## src/rtl/onchip_mem_pkg.sv

```systemverilog
// Shared widths and types for the on-chip RAM arbiter and its read-tag pipeline.
package onchip_mem_pkg;

   localparam int MEM_ADDR_W = 17;
   localparam int MEM_DATA_W = 32;
   localparam int MEM_BE_W   = MEM_DATA_W / 8;

   typedef struct packed {
      logic valid;
      logic id;
   } rd_tag_t;

   typedef struct packed {
      logic [MEM_ADDR_W-1:0] addr;
      logic [MEM_BE_W-1:0]   be;
      logic [MEM_DATA_W-1:0] wdata;
      logic                  wr;
   } mem_req_t;

endpackage

```

## src/rtl/onchip_mem_rd_pipe.sv

```systemverilog
// Read-tag delay line matching the RAM read latency; reset drops every pending read.
module onchip_mem_rd_pipe
   import onchip_mem_pkg::*;
#(
   parameter int READ_LATENCY = 1
) (
   input  logic    clk,
   input  logic    reset,
   input  rd_tag_t push,
   output rd_tag_t tail
);

   if (READ_LATENCY != 1 && READ_LATENCY != 2) begin : g_bad_latency
      $error("onchip_mem_rd_pipe: READ_LATENCY must be 1 or 2");
   end

   rd_tag_t [READ_LATENCY-1:0] stage_q;
   rd_tag_t [READ_LATENCY-1:0] stage_d;

   always_comb begin
      stage_d    = '0;
      stage_d[0] = push;
      for (int i = 1; i < READ_LATENCY; i++) begin
         stage_d[i] = stage_q[i-1];
      end
   end

   always_ff @(posedge clk) begin
      if (reset) begin
         stage_q <= '0;
      end else begin
         stage_q <= stage_d;
      end
   end

   assign tail = stage_q[READ_LATENCY-1];

endmodule

```

## src/rtl/onchip_mem_arbiter.sv

```systemverilog
// Two-master round-robin front end for the single-port on-chip RAM; one access per cycle,
// read data returned READ_LATENCY cycles after the grant and steered to the issuing master.
module onchip_mem_arbiter
   import onchip_mem_pkg::*;
#(
   parameter  int ADDR_W       = MEM_ADDR_W,
   parameter  int DATA_W       = MEM_DATA_W,
   parameter  int READ_LATENCY = 1,
   localparam int BE_W         = DATA_W / 8
) (
   input  logic              clk,
   input  logic              reset,
   input  logic              reset_req,
   input  logic [ADDR_W-1:0] m0_address,
   input  logic [BE_W-1:0]   m0_byteenable,
   input  logic              m0_read,
   input  logic              m0_write,
   input  logic [DATA_W-1:0] m0_writedata,
   output logic              m0_waitrequest,
   output logic [DATA_W-1:0] m0_readdata,
   output logic              m0_readdatavalid,
   input  logic [ADDR_W-1:0] m1_address,
   input  logic [BE_W-1:0]   m1_byteenable,
   input  logic              m1_read,
   input  logic              m1_write,
   input  logic [DATA_W-1:0] m1_writedata,
   output logic              m1_waitrequest,
   output logic [DATA_W-1:0] m1_readdata,
   output logic              m1_readdatavalid,
   output logic [ADDR_W-1:0] mem_address,
   output logic [BE_W-1:0]   mem_byteenable,
   output logic              mem_chipselect,
   output logic              mem_write,
   output logic [DATA_W-1:0] mem_writedata,
   output logic              mem_clken,
   input  logic [DATA_W-1:0] mem_readdata
);

   if (ADDR_W != MEM_ADDR_W || DATA_W != MEM_DATA_W) begin : g_bad_width
      $error("onchip_mem_arbiter: ADDR_W/DATA_W must match onchip_mem_pkg");
   end

   logic     req0, req1, allow, gnt0, gnt1, gnt_any;
   logic     last_gnt_q, last_gnt_d;
   mem_req_t req0_s, req1_s, win;
   rd_tag_t  push, tail;

   always_comb begin
      req0    = m0_read | m0_write;
      req1    = m1_read | m1_write;
      allow   = ~reset & ~reset_req;
      // last_gnt_q high means m1 was served last, so m0 takes the next tie
      gnt0    = allow & req0 & (~req1 | last_gnt_q);
      gnt1    = allow & req1 & (~req0 | ~last_gnt_q);
      gnt_any = gnt0 | gnt1;

      last_gnt_d = last_gnt_q;
      if (gnt_any) begin
         last_gnt_d = gnt1;
      end

      req0_s = '{addr: m0_address, be: m0_byteenable, wdata: m0_writedata, wr: m0_write};
      req1_s = '{addr: m1_address, be: m1_byteenable, wdata: m1_writedata, wr: m1_write};
      win    = gnt1 ? req1_s : req0_s;

      // write wins over a simultaneous read, so only a pure read is tagged
      push = '{valid: gnt_any & ~win.wr, id: gnt1};
   end

   always_ff @(posedge clk) begin
      if (reset) begin
         last_gnt_q <= 1'b1;
      end else begin
         last_gnt_q <= last_gnt_d;
      end
   end

   onchip_mem_rd_pipe #(
      .READ_LATENCY(READ_LATENCY)
   ) u_rd_pipe (
      .clk  (clk),
      .reset(reset),
      .push (push),
      .tail (tail)
   );

   assign m0_waitrequest   = ~gnt0;
   assign m1_waitrequest   = ~gnt1;
   assign m0_readdatavalid = ~reset & tail.valid & ~tail.id;
   assign m1_readdatavalid = ~reset & tail.valid & tail.id;
   assign m0_readdata      = m0_readdatavalid ? mem_readdata : '0;
   assign m1_readdata      = m1_readdatavalid ? mem_readdata : '0;

   assign mem_address    = win.addr;
   assign mem_byteenable = win.be;
   assign mem_writedata  = win.wdata;
   assign mem_chipselect = gnt_any;
   assign mem_write      = gnt_any & win.wr;
   assign mem_clken      = 1'b1;

endmodule

```

## config.mk

```make
export PLATFORM = sky130hd
export DESIGN_NAME = onchip_mem_arbiter
export DESIGN_NICKNAME = d
export VERILOG_FILES = /design/src/rtl/onchip_mem_pkg.sv /design/src/rtl/onchip_mem_rd_pipe.sv /design/src/rtl/onchip_mem_arbiter.sv
export SDC_FILE = /design/constraint.sdc
export NUM_CORES = 1
export LEC_CHECK = 0
export ABC_AREA = 1
export CAP_MARGIN = 30
export CORE_AREA = 10 10 96 98
export CTS_BUF_LIST = sky130_fd_sc_hd__clkbuf_16
export DETAILED_ROUTE_END_ITERATION = 8
export DIE_AREA = 0 0 106 108
export GPL_TIMING_DRIVEN = 0
export PLACE_DENSITY = 0.78
export SLEW_MARGIN = 20
export SYNTH_ARGS = -nofsm -noshare
export SYNTH_HDL_FRONTEND = slang
export SYNTH_HIERARCHICAL = 1
export SYNTH_SLANG_ARGS = --single-unit
```

## constraint.sdc

```tcl
create_clock -name clk -period 1.6 [get_ports clk]
set_input_delay 0.32 -clock clk [delete_from_list [all_inputs] [get_ports clk]]
set_output_delay 0.32 -clock clk [all_outputs]
set_load 0.05 [all_outputs]
```

==> impl_metrics.json <==
{
  "yosys-top-cells-count": "nand2_1 (166), nor2_1 (72), inv_1 (40)",
  "cts_made_buffers": 3,
  "totalWireLength_microns": 15170,
  "critPathCapture": "mem_writedata[19]",
  "violations": "setup timing",
  "yosys_warnings": 6,
  "arrival_ns": 1.45,
  "hpwl_microns": 10030,
  "cts_tree": "yes",
  "synthFlopType": "dfxtp_1",
  "whs_ns": 0.3435,
  "grt_pass1_vias": 3301,
  "cts_buffer_depth": 2,
  "crit_required_ns": 1.28,
  "startpoint_type": "primary input",
  "skew_ns": 0.0004324,
  "place_congestion": 0.8152,
  "r2r-start": "last_gnt_q",
  "synth_top_area_share_pct": 48.16,
  "path_buf_inv": 6,
  "power.density_nw_per_um2": 386.0,
  "crit_fanout": 6,
  "critPathTopFamily": "buffers and inverters",
  "cp_slowest_cell": "buf_8",
  "pre_cts_slack_ns": -1.465,
  "area_growth_pct": 382.9,
  "floorplan.initialDensity_pct": 17.37,
  "syn_inst": 311,
  "end_kind": "primary output",
  "drtPass1Iterations": 4,
  "critical_path.cell_chain": "buf_12 -> inv_16 -> nand2_8 -> nor2_4 -> nand2_8 -> clkinv_8 -> buf_12 -> buf_8 -> nand2_2 -> nand2_2 -> buf_8",
  "ys_ff_latch": 3,
  "peakVddDrop_mv": 0.2898,
  "synth.net_count": 456,
  "regToRegSetupSlack_ns": 0.39,
  "grt_use_met1_pct": 17.05,
  "drcViolationCount": 0,
  "timing.fmax_mhz": 564.9,
  "place_inst": 680,
  "drive_gt1_share_pct": 64.09,
  "p_leak_nw": 3.055,
  "synth_cell_types": 17,
  "crit_start": "reset",
  "cp.depth": 11,
  "viasPerCell": 4.454,
  "cts_hold_buf": 0,
  "grt_util_all_layers_pct": 20.42,
  "seq_area_frac_synth_pct": 4.642,
  "die_h_microns": 108,
  "layout_setup_ws_ns": -0.1703,
  "final_net_count": 767,
  "cts-root-buf": "clkbuf_16",
  "ioPinCount": 269,
  "synthArstFlopShare_pct": 0,
  "drv_slew": 0,
  "row_count": 32,
  "grt_max_degree": 11,
  "cap_violations": 0,
  "synthTopCellsByArea": "nand2_1 (48%), nor2_1 (21%), inv_1 (12%)",
  "finalCritPeriodShare_pct": 110.6,
  "port_buffers": 267,
  "h-tree-depth": 1,
  "die_area_sq_um": 11450,
  "instances_no_fill": 723,
  "drtIter0Drc": 74,
  "timing.setup.critical_path_class": "primary input to primary output",
  "setup_viol": 115,
  "grt_setup_unrepaired": "yes",
  "met3_usage_pct": 9.399,
  "clkLatencyLatePin_ns": 0.22,
  "syn_area_sq_um": 1294,
  "via_count": 3220,
  "hold_viol_final": 0,
  "grt.met2_usage_pct": 41.03,
  "diodes": 0,
  "status": "finished, violations left",
  "clk_transition_reported_paths_ns": 0.03,
  "final_antenna_net_count": 0,
  "grt_busiest_layer": "met2",
  "tns_ns": -8.661,
  "route.detailed.wl_per_inst_microns": 20.98,
  "synth_enable_flop_cells": 0,
  "yosys.area.top_type": "nand2_1",
  "grt_antenna_before_repair": 1,
  "die_x_microns": 106,
  "grt_pass1_wl_microns": 18400,
  "overflow": 0,
  "core_area_sq_um": 7447,
  "avgSynthCellArea_sq_um": 4.160,
  "hold_path_class": "primary input to flip-flop",
  "critPathMaxStageDelay_ns": 0.16,
  "yosys.cell_count.top_type": "nand2_1",
  "layout_min_cycle_time_ns": 1.770,
  "reg2regPathDepth": 9,
  "crit-reg2reg-capture": "u_rd_pipe/tail[1]",
  "cts.sinks": 3
}
==> timing repair <==
| action | 4_1_cts | 5_1_grt |
|---|---|---|
| cloned | 9 | 2 |
| gates resized for setup | 1045 | 227 |
| buffers inserted | 22 | 11 |
| setup endpoints to repair | 126 | 119 |
| pin swaps | 39 | 50 |
==> how the worst min path moves through the flow <==
stage          cells past startpoint                 to        from  slack (ns)
2_1_floorplan                      1  u_rd_pipe/tail[1]       reset        0.38
3_3_place_gp                       2         last_gnt_q  last_gnt_q        0.47
3_5_place_dp                       2         last_gnt_q  last_gnt_q        0.50
4_1_cts                            3         last_gnt_q       reset        0.33
5_1_grt                            3         last_gnt_q       reset        0.35
6_report                           3         last_gnt_q       reset        0.34
==> final cells by class <==
class                      instances  area (sq um)
buffer                            16         241.5
clock buffer                       3         75.07
clock inverter                     1         3.754
fill                             357          1200
inverter                          42         191.4
multi-input combinational        248          2063
sequential                         3         62.56
tap                              102         127.6
timing repair buffer             308          3482
==> cell families (layout without fill, tap and decap cells) <==
kind of cell | after synthesis | after routing | share of synthesized area [%]
buffers and inverters | 60 | 370 | 21.86
other | 1 | 1 | 0.2899
AOI/OAI and AO/OA | 2 | 2 | 0.7730
and+or+nand+nor | 245 | 245 | 72.44
DFF | 3 | 3 | 4.642
==> report_power, final <==
group	switching [mW]	total (mW)	internal (mW)
sequential	0.00464	0.0850	0.0804
clock	0.0712	0.394	0.323
combinational	1.04	1.93	0.892
total	1.12	2.41	1.30
==> worst register-to-register path, cell delays in order, from the launching register on <==
cell and delay, ns:
dfxtp_2 0.32, o21ai_4 0.09, nand2_8 0.12, buf_4 0.15, buf_6 0.12, nand2_1 0.05
nand2_1 0.04, nor2_1 0.09, inv_1 0.06, nor2_1 0.09
==> per-stage QoR <==
step	utilization [%]	area [sq um]	total power, mW
4_1_cts	73.08	5443	2.208
3_3_place_gp	59.71	4447	1.478
2_1_floorplan	-	1647	0.8156
3_5_place_dp	59.71	4447	1.492
5_1_grt	83.89	6247	2.497
6_report	83.89	6247	2.412
==> flip-flops by register name, summed over array words and instances (netlist names) <==
name	count
last_gnt_q	1
u_rd_pipe/tail	2
==> metal layers <==
layer	wire length (microns)	part of all wire [%]
met3	1409	9.3
met2	8378	55
met4	574	3.8
met5	18	0.12
met1	4790	32
==> cell usage in the layout, fill, tap and decap left out, drive strengths merged <==
cell	instances
o21ai	2
buf	181
conb	1
inv	42
nor2	74
nand2	167
nand3	4
clkbuf	8
dfxtp	3
clkinv	1
clkdlybuf4s50	138
No activity file was read; power rests on OpenSTA's default activity.
